## src/rtl/mem_ctrl_pkg.sv

```systemverilog
// Shared encodings for the MEM-stage data-memory controller: access sizes,
// FSM state encoding and datapath width.
package mem_ctrl_pkg;

   localparam int DATA_W = 32;

   localparam logic [1:0] SZ_BYTE = 2'b00;
   localparam logic [1:0] SZ_HALF = 2'b01;
   localparam logic [1:0] SZ_WORD = 2'b10;
   localparam logic [1:0] SZ_RSVD = 2'b11;

   typedef enum logic [2:0] {
      ST_IDLE      = 3'd0,
      ST_RD_ISSUE  = 3'd1,
      ST_RD_DATA   = 3'd2,
      ST_RMW_ISSUE = 3'd3,
      ST_RMW_MERGE = 3'd4,
      ST_WR        = 3'd5
   } state_t;

endpackage

```

## src/rtl/mem_stage_ctrl_lane_align.sv

```systemverilog
// Big-endian lane handling: extracts/extends a load lane from a memory word
// and merges a right-aligned store lane into a memory word.
module mem_lane_align
   import mem_ctrl_pkg::*;
(
   input  logic [1:0]        offset,
   input  logic [1:0]        size,
   input  logic              is_unsigned,
   input  logic [DATA_W-1:0] word,
   input  logic [DATA_W-1:0] wdata,
   output logic [DATA_W-1:0] load_data,
   output logic [DATA_W-1:0] merged
);

   logic [7:0]  sel_byte;
   logic [15:0] sel_half;

   // Byte offset 0 is the most significant lane.
   always_comb begin
      sel_byte = word[31:24];
      case (offset)
         2'd0: sel_byte = word[31:24];
         2'd1: sel_byte = word[23:16];
         2'd2: sel_byte = word[15:8];
         2'd3: sel_byte = word[7:0];
         default: sel_byte = word[31:24];
      endcase
      sel_half = offset[1] ? word[15:0] : word[31:16];
   end

   always_comb begin
      load_data = word;
      case (size)
         SZ_BYTE: load_data = {{24{~is_unsigned & sel_byte[7]}}, sel_byte};
         SZ_HALF: load_data = {{16{~is_unsigned & sel_half[15]}}, sel_half};
         default: load_data = word;
      endcase
   end

   always_comb begin
      merged = word;
      case (size)
         SZ_BYTE: begin
            case (offset)
               2'd0: merged = {wdata[7:0], word[23:0]};
               2'd1: merged = {word[31:24], wdata[7:0], word[15:0]};
               2'd2: merged = {word[31:16], wdata[7:0], word[7:0]};
               2'd3: merged = {word[31:8], wdata[7:0]};
               default: merged = word;
            endcase
         end
         SZ_HALF: merged = offset[1] ? {word[31:16], wdata[15:0]}
                                     : {wdata[15:0], word[15:0]};
         default: merged = wdata;
      endcase
   end

endmodule

```

## src/rtl/mem_stage_ctrl.sv

```systemverilog
// MEM-stage data-memory controller driving a single-port BRAM with 1-cycle read
// latency. Optional MEMCTRL_PERF_EN adds saturating load/store/error counters.
//
// state        | meaning
// ST_IDLE      | ready for a request; errors answered directly from here
// ST_RD_ISSUE  | load word address presented to BRAM
// ST_RD_DATA   | douta valid; lane extracted into rsp_rdata
// ST_RMW_ISSUE | sub-word store: read of target word presented
// ST_RMW_MERGE | douta valid; store lane merged into dina
// ST_WR        | wea high, BRAM writes dina
module mem_stage_ctrl
   import mem_ctrl_pkg::*;
#(
   parameter int ADDR_W = 7
)(
   input  logic              clka,
   input  logic              rst_n,
   input  logic              req_valid,
   output logic              req_ready,
   input  logic              req_we,
   input  logic [1:0]        req_size,
   input  logic              req_unsigned,
   input  logic [31:0]       req_addr,
   input  logic [31:0]       req_wdata,
   output logic              rsp_valid,
   output logic [31:0]       rsp_rdata,
   output logic              rsp_err,
   output logic              wea,
   output logic [ADDR_W-1:0] addra,
   output logic [31:0]       dina,
   input  logic [31:0]       douta
`ifdef MEMCTRL_PERF_EN
   ,
   output logic [15:0]       perf_loads,
   output logic [15:0]       perf_stores,
   output logic [15:0]       perf_errs
`endif
);

   state_t      state;
   logic [1:0]  cap_offset;
   logic [1:0]  cap_size;
   logic        cap_unsigned;
   logic [31:0] cap_wdata;
   logic        req_err;
   logic        accept;
   logic [31:0] load_data;
   logic [31:0] merged;

   assign accept = req_valid & req_ready;

   always_comb begin
      req_err = 1'b0;
      if (req_size == SZ_RSVD)                               req_err = 1'b1;
      if ((req_size == SZ_HALF) && req_addr[0])              req_err = 1'b1;
      if ((req_size == SZ_WORD) && (req_addr[1:0] != 2'b00)) req_err = 1'b1;
      if (|req_addr[31:ADDR_W+2])                            req_err = 1'b1;
   end

   mem_lane_align u_lane_align (
      .offset      (cap_offset),
      .size        (cap_size),
      .is_unsigned (cap_unsigned),
      .word        (douta),
      .wdata       (cap_wdata),
      .load_data   (load_data),
      .merged      (merged)
   );

   always_ff @(posedge clka or negedge rst_n) begin
      if (!rst_n) begin
         state        <= ST_IDLE;
         req_ready    <= 1'b1;
         wea          <= 1'b0;
         addra        <= '0;
         dina         <= '0;
         rsp_valid    <= 1'b0;
         rsp_rdata    <= '0;
         rsp_err      <= 1'b0;
         cap_offset   <= '0;
         cap_size     <= SZ_BYTE;
         cap_unsigned <= 1'b0;
         cap_wdata    <= '0;
      end else begin
         rsp_valid <= 1'b0;
         rsp_err   <= 1'b0;
         rsp_rdata <= '0;
         wea       <= 1'b0;
         case (state)
            ST_IDLE: begin
               if (accept) begin
                  cap_offset   <= req_addr[1:0];
                  cap_size     <= req_size;
                  cap_unsigned <= req_unsigned;
                  cap_wdata    <= req_wdata;
                  if (req_err) begin
                     rsp_valid <= 1'b1;
                     rsp_err   <= 1'b1;
                  end else begin
                     addra     <= req_addr[ADDR_W+1:2];
                     req_ready <= 1'b0;
                     if (!req_we) begin
                        state <= ST_RD_ISSUE;
                     end else if (req_size == SZ_WORD) begin
                        dina  <= req_wdata;
                        wea   <= 1'b1;
                        state <= ST_WR;
                     end else begin
                        state <= ST_RMW_ISSUE;
                     end
                  end
               end
            end
            ST_RD_ISSUE: state <= ST_RD_DATA;
            ST_RD_DATA: begin
               rsp_rdata <= load_data;
               rsp_valid <= 1'b1;
               req_ready <= 1'b1;
               state     <= ST_IDLE;
            end
            ST_RMW_ISSUE: state <= ST_RMW_MERGE;
            ST_RMW_MERGE: begin
               dina  <= merged;
               wea   <= 1'b1;
               state <= ST_WR;
            end
            ST_WR: begin
               rsp_valid <= 1'b1;
               req_ready <= 1'b1;
               state     <= ST_IDLE;
            end
            default: begin
               req_ready <= 1'b1;
               state     <= ST_IDLE;
            end
         endcase
      end
   end

`ifdef MEMCTRL_PERF_EN
   // Counted on the edge that launches each response, so they track rsp_valid.
   always_ff @(posedge clka or negedge rst_n) begin
      if (!rst_n) begin
         perf_loads  <= '0;
         perf_stores <= '0;
         perf_errs   <= '0;
      end else begin
         if ((state == ST_RD_DATA) && (perf_loads != 16'hFFFF))
            perf_loads <= perf_loads + 16'd1;
         if ((state == ST_WR) && (perf_stores != 16'hFFFF))
            perf_stores <= perf_stores + 16'd1;
         if ((state == ST_IDLE) && accept && req_err && (perf_errs != 16'hFFFF))
            perf_errs <= perf_errs + 16'd1;
      end
   end
`endif

endmodule

```

## config.mk

```make
export PLATFORM = sky130hd
export DESIGN_NAME = mem_stage_ctrl
export DESIGN_NICKNAME = d
export VERILOG_FILES = /design/src/rtl/mem_ctrl_pkg.sv /design/src/rtl/mem_stage_ctrl_lane_align.sv /design/src/rtl/mem_stage_ctrl.sv
export SDC_FILE = /design/constraint.sdc
export NUM_CORES = 1
export LEC_CHECK = 0
export CAP_MARGIN = 20
export CORE_MARGIN = 3
export CORE_UTILIZATION = 48
export CTS_CLUSTER_DIAMETER = 80
export DETAILED_ROUTE_END_ITERATION = 7
export PLACE_DENSITY = 0.88
export SLEW_MARGIN = 20
export SYNTH_ARGS = -nofsm -noshare
export SYNTH_HDL_FRONTEND = slang
export SYNTH_SLANG_ARGS = --single-unit
export TNS_END_PERCENT = 100
```

## constraint.sdc

```tcl
create_clock -name clka -period 2.05 [get_ports clka]
set_clock_uncertainty 0.05 [all_clocks]
set_input_delay 0.41 -clock clka [delete_from_list [all_inputs] [get_ports clka]]
set_output_delay 0.41 -clock clka [all_outputs]
set_load 0.01 [all_outputs]
```

==> flow_summary.ini, run 1 <==
[layout]
fin_cells = 922
diodes = 0
drive_gt1_frac = 0.2162
area_growth_pct = 49.66
final_core_util = 0.7445
mostFrequentLayoutCell = clkdlybuf4s50_1
final_cell_mix = 167 x clkdlybuf4s50_1, 113 x dfrtp_1, 88 x mux2i_1, 54 x buf_4, 40 x nand2_1
final_area_sq_um = 9091
nets = 845

[worst_setup_path]
rrSetupSlack_ns = 0.04
worst_r2r_endpoint = rsp_rdata[6]
cp-start-kind = flip-flop
startpoint = cap_offset[1]
crit_type = flip-flop to flip-flop
path_cells = buf_12 -> clkinv_1 -> buf_4 -> o22ai_1 -> a2111oi_1 -> buf_4
worstPathArrival_ns = 2.32
crit_path_end_kind = flip-flop
required_ns = 2.36
max_stage_delay_ns = 0.57
critPathSlowestCell = a2111oi_1
r2r_cells = 6
r2r_start = cap_offset[1]
crit_top_cell = buf_4
worstPathMaxFanout = 29

[floorplan]
die_area_sq_um = 14040
fp.dieW_microns = 118.5
die_h_microns = 118.5
start_util = 0.4974
rows = 40
num_io_pins = 178
coreArea_sq_um = 12210

[clock_tree]
cts_root_buf = clkbuf_16
cts_buffers = 17
clk_pin_slew_ns = 0.05
htreeDepth = 4
clockBufferDepth = 2
cts_tree = done
insertion_delay_ns = 0.42
clock_sinks = 115

[route]
drt_first_pass_iters = 6
routed_wl_microns = 21150
postRouteAntennaNets = 0
avgRoutedWirePerCell_microns = 22.94
drt-initial-drc-count = 510
vias_per_cell = 5.957
via_count = 5492
drc = 0

[synthesis]
async_flop_share = 1.000
syn_nets = 625
synth_top_area_share = 0.4696
synth_seq_cells = 115
yosysSeqAreaShare = 0.4739
ys_warn_count = 0
syn_avg_cell_area_sq_um = 11.64
synth_top_cell_by_area = dfrtp_1
synth.distinct_cells = 50
synth.area.top_cells = dfrtp_1 47%, mux2i_1 15%, mux2_2 7.0%
syn_area_sq_um = 6075
synth_cells = 522
synth-edff-count = 0
ys.flop_type = dfrtp_1

[power]
sw_frac_of_total = 0.2537
comb_power_share = 0.180
clkPwrFrac = 0.436
p_leak_nw = 4.230
p_per_area_nw_per_um2 = 713.3
switchingPower_w = 0.001645
p_seq_frac = 0.384
p_int_w = 0.004840
vdd_drop_max_uv = 581.6

[placement]
dp_cells = 883
dp_hpwl_microns = 15120
gp_congestion = 0.9874
io_buffers = 177
placed_area_sq_um = 8376

[sta]
whs_ns = 0.3593
final-setup-viol-count = 0
max_freq_mhz = 496.3
slew_headroom = 0.6488
drv_slew = 0
finalCritPeriodShare = 0.9829
rsz0062_at_grt = false
min_period_ns = 2.015
worst_slew_pin_slew_ns = 0.5135
hold_viol_final = 0

[global_routing]
antenna_found_initial = 0
grt_max_degree = 52
grt_pass1_wl_microns = 31750
grt_overflow = 0
grt_usage = 0.2928
grt_pass1_vias = 5659

[hold_path]
hp-class = input port to async pin

[run]
max-cap-violations = 0

[status]
status = complete, no violations
==> per-layer routing <==
metal | up-vias | track usage | wire length (microns)
met1 | 2672 | 0.3669 | 8237
met5 | - | 0 | 0
met2 | 348 | 0.4959 | 10570
met3 | 53 | 0.07416 | 1736
met4 | 0 | 0.09848 | 605
li1 | 2419 | - | -
==> area by class of cell <==
class                      count  area (sq um)
clock inverter                 4         45.04
fill                         838          3120
sequential                   115          2880
inverter                       2         7.507
clock buffer                  27         523.0
multi-input combinational    362          2997
timing repair buffer         244          2429
tap                          168         210.2
==> synthesized netlist by cell type, types with 2 or more instances <==
cell,n
a2111oi_0,8
nor2_2,2
mux2_2,38
buf_2,16
mux4_2,8
a21o_1,16
buf_1,2
a22o_1,7
or2_2,2
clkbuf_1,19
nor4_1,2
o21ai_0,5
or4_1,2
a21oi_1,9
buf_6,5
o211ai_1,9
nor2_1,28
dfrtp_1,114
o221ai_1,16
o21ai_1,20
nand2b_1,2
nor2b_1,3
a22oi_1,14
mux2_4,7
o22ai_1,16
nand2_1,40
mux2i_1,88
nor3_1,2
==> worst max-delay path by stage <==
stage                   endpoint  slack [ns]  cells past startpoint
floorplan               addra[0]       0.008                      6
detailed placement      addra[4]       -0.48                      7
CTS                     addra[2]       0.002                      7
global placement        addra[1]       -0.43                      7
global route            dina[21]       0.007                      9
finish              rsp_rdata[6]        0.04                      6
==> cells by family (layout without fill, tap and decap cells) <==
kind of cell,count (synthesis),in the layout,synth area share
simple gates,94,94,0.07497
flops,115,115,0.4739
compound gates,127,127,0.1508
buf+inv,45,277,0.03790
mux,141,141,0.2624
==> metrics by stage <==
stage | setup WS (ns) | TNS (ns) | total power, W
4_1_cts | 0.001804 | 0 | 0.006481
3_3_place_gp | -0.4343 | -17.46 | 0.003629
3_5_place_dp | -0.4782 | -21.73 | 0.003661
2_1_floorplan | 0.008098 | 0 | 0.003045
5_1_grt | 0.006878 | 0 | 0.006711
6_report | 0.03507 | 0 | 0.006485
==> critical path, delay by kind of cell, from the launching register on <==
family	cells	cell delay, ns
buf+inv	4	0.77
compound gates	2	0.68
flops	1	0.45
==> state kept, by name, indices dropped and copies added (netlist names) <==
name          cells
rsp_valid         1
rsp_rdata        32
state             3
cap_wdata        32
cap_offset        2
cap_size          2
rsp_err           1
wea               1
cap_unsigned      1
dina             32
addra             7
req_ready         1
==> power groups by stage <==
| stage | Sequential [W] | Combinational [W] | Clock, W |
|---|---|---|---|
| 2_1_floorplan | 0.00248 | 0.000561 | 0 |
| 3_5_place_dp | 0.00252 | 0.00114 | 0 |
| 4_1_cts | 0.00249 | 0.00115 | 0.00285 |
| 3_3_place_gp | 0.00252 | 0.00111 | 0 |
| 5_1_grt | 0.00250 | 0.00124 | 0.00297 |
| 6_report | 0.00249 | 0.00116 | 0.00283 |
==> repair_timing <==
action / 4_1_cts / 5_1_grt
resized for setup: 6 / 17
gates cloned: 0 / 3
buffers inserted: 0 / 4
endpoints found under the hold margin: 17 / 0
hold buffers: 1 / 0
endpoints found under the setup margin: 12 / 40
pin swaps: 3 / 7
No activity file was read; power rests on OpenSTA's default activity.
==> inputs of run 2 (changes only) <==
--- a/config.mk
+++ b/config.mk
@@ -7,10 +7,11 @@
 export LEC_CHECK = 0
 export CAP_MARGIN = 20
 export CORE_MARGIN = 3
-export CORE_UTILIZATION = 48
+export CORE_UTILIZATION = 49
+export CTS_BUF_LIST = sky130_fd_sc_hd__clkbuf_2
 export CTS_CLUSTER_DIAMETER = 80
 export DETAILED_ROUTE_END_ITERATION = 7
-export PLACE_DENSITY = 0.88
+export PLACE_DENSITY = 0.89
 export SLEW_MARGIN = 20
 export SYNTH_ARGS = -nofsm -noshare
 export SYNTH_HDL_FRONTEND = slang
==> run 2 against run 1 <==
Against the previous run:
- sequential power about the same
- worst hold slack got worse by 0.13 ns
- critical path depth increased by 1
- critical path type unchanged
==> flow_summary.ini, run 2 (same netlist as run 1, synthesis figures left out) <==
[route]
routed_wl_microns = 20020
drc = 0
via_count = 5445
postRouteAntennaNets = 0
drt-initial-drc-count = 490
drt_first_pass_iters = 5
vias_per_cell = 5.836
avgRoutedWirePerCell_microns = 21.45

[worst_setup_path]
rrSetupSlack_ns = 0.04
path_delay_family = simple AND/OR/NAND/NOR gates
required_ns = 2.59
path_cells = nor4b_4 -> and4_1 -> nand4_1 -> buf_4 -> clkbuf_16 -> mux2i_1 -> o21ai_1
worstPathArrival_ns = 2.55
worst_r2r_endpoint = dina[25]
max_stage_delay_ns = 0.50
r2r_cells = 7
critPathSlowestCell = dfrtp_2
cp-start-kind = flip-flop
crit_type = flip-flop to flip-flop
r2r_start = state[0]
worstPathMaxFanout = 17
cp.depth = 7
crit_path_end_kind = flip-flop
path_buf_inv = 2

[global_routing]
antenna_found_initial = 1
grt_pass1_vias = 5662
grt_overflow = 0
grt_max_degree = 116
grt_pass1_wl_microns = 31440
grt_usage = 0.2907

[layout]
reg_top3 = cap_wdata: 32 flops, dina: 32 flops, rsp_rdata: 32 flops
nets = 854
area_growth_pct = 42.92
drive_gt1_frac = 0.2277
final_cell_mix = 111 x dfrtp_1, 101 x clkdlybuf4s50_1, 88 x mux2i_1, 74 x dlygate4sd2_1, 70 x buf_4
mostFrequentLayoutCell = dfrtp_1

[clock_tree]
cts_root_buf = clkbuf_2
clockBufferDepth = 2
clock_sinks = 115
insertion_delay_ns = 0.70
clk_pin_slew_ns = 0.18
cts_tree = done
htreeDepth = 4
cts_buffers = 17

[run]
max-cap-violations = 0

[sta]
slew_headroom = 0.5750
worst_slack_ns = 0.03983
finalCritPeriodShare = 0.9806
final-setup-viol-count = 0
max_freq_mhz = 497.5
min_period_ns = 2.010
hold_viol_final = 0
worst_slew_pin_slew_ns = 0.6375
drv_slew = 0
rsz0062_at_grt = true

[floorplan]
start_util = 0.5036
coreArea_sq_um = 12060
fp.dieW_microns = 117.3
rows = 40
die_area_sq_um = 13770
num_io_pins = 178
die_h_microns = 117.3

[hold_path]
hp-class = input port to async pin

[power]
p_leak_nw = 4.352
vdd_drop_max_uv = 557.2
p_per_area_nw_per_um2 = 620.0
power_w = 0.005383

[placement]
gp_congestion = 0.9535
dp_hpwl_microns = 14720
io_buffers = 177
post-place-ws_ns = -0.4742

[status]
status = complete, no violations
-- run 2: worst max path at each step --
stage	end	from	slack, ns
3_5_place_dp	addra[4]	req_addr[11]	-0.47
5_1_grt	dina[9]	state[0]	-0.08
3_3_place_gp	addra[0]	req_addr[11]	-0.44
2_1_floorplan	addra[0]	req_addr[11]	0.008
6_report	dina[25]	state[0]	0.04
4_1_cts	req_ready	req_ready	0.01
-- run 2: final cells by class --
type | count | area (sq um)
antenna | 1 | 2.502
clock buffer | 19 | 95.09
clock inverter | 13 | 188.9
fill | 879 | 3379
inverter | 2 | 7.507
multi-input combinational | 362 | 2979
sequential | 115 | 2883
tap | 168 | 210.2
timing repair buffer | 253 | 2316
-- run 2: repair_timing --
item                                   in CTS  in global routing
endpoints found under the hold margin     114                  0
setup buffers                               9                  2
gates resized for setup                    77                  7
pin swaps                                   0                  1
cloned                                      0                  1
setup endpoints to repair                  76                 48
hold buffers                                1                  0
-- run 2: power breakdown --
group	switching, W	internal, W	leakage, nW
sequential	0.000119	0.00237	1.46
clock	0.000858	0.000914	0.170
combinational	0.000529	0.000595	2.73
-- run 2: stage by stage --
stage	setup TNS (ns)	cell area (sq um)	utilization	cells	hold WS, ns
6_report	0	8682	0.7198	933	0.2253
5_1_grt	-0.9235	8682	0.7198	933	0.1913
4_1_cts	0	8638	0.7162	929	0.1916
3_5_place_dp	-21.40	8368	0.6938	887	0.4444
3_3_place_gp	-17.53	8368	0.6938	887	0.4384
2_1_floorplan	0	6075	-	522	0.06441
-- run 2: metal layers --
layer / part of all wire / wire [microns] / vias to the layer above / GRT usage
met5: 0 / 0 / - / 0
met4: 0.030 / 607 / 0 / 0.1122
met3: 0.072 / 1438 / 57 / 0.08438
met2: 0.50 / 10000 / 281 / 0.4913
met1: 0.40 / 7967 / 2686 / 0.3524
li1: - / - / 2421 / -
-- run 2: worst register-to-register path: cells and delay by family (launching register included) --
family          cells  cell delay, ns
simple gates        3            0.66
flops               1            0.50
buf+inv             2            0.39
mux                 1            0.21
compound gates      1            0.08
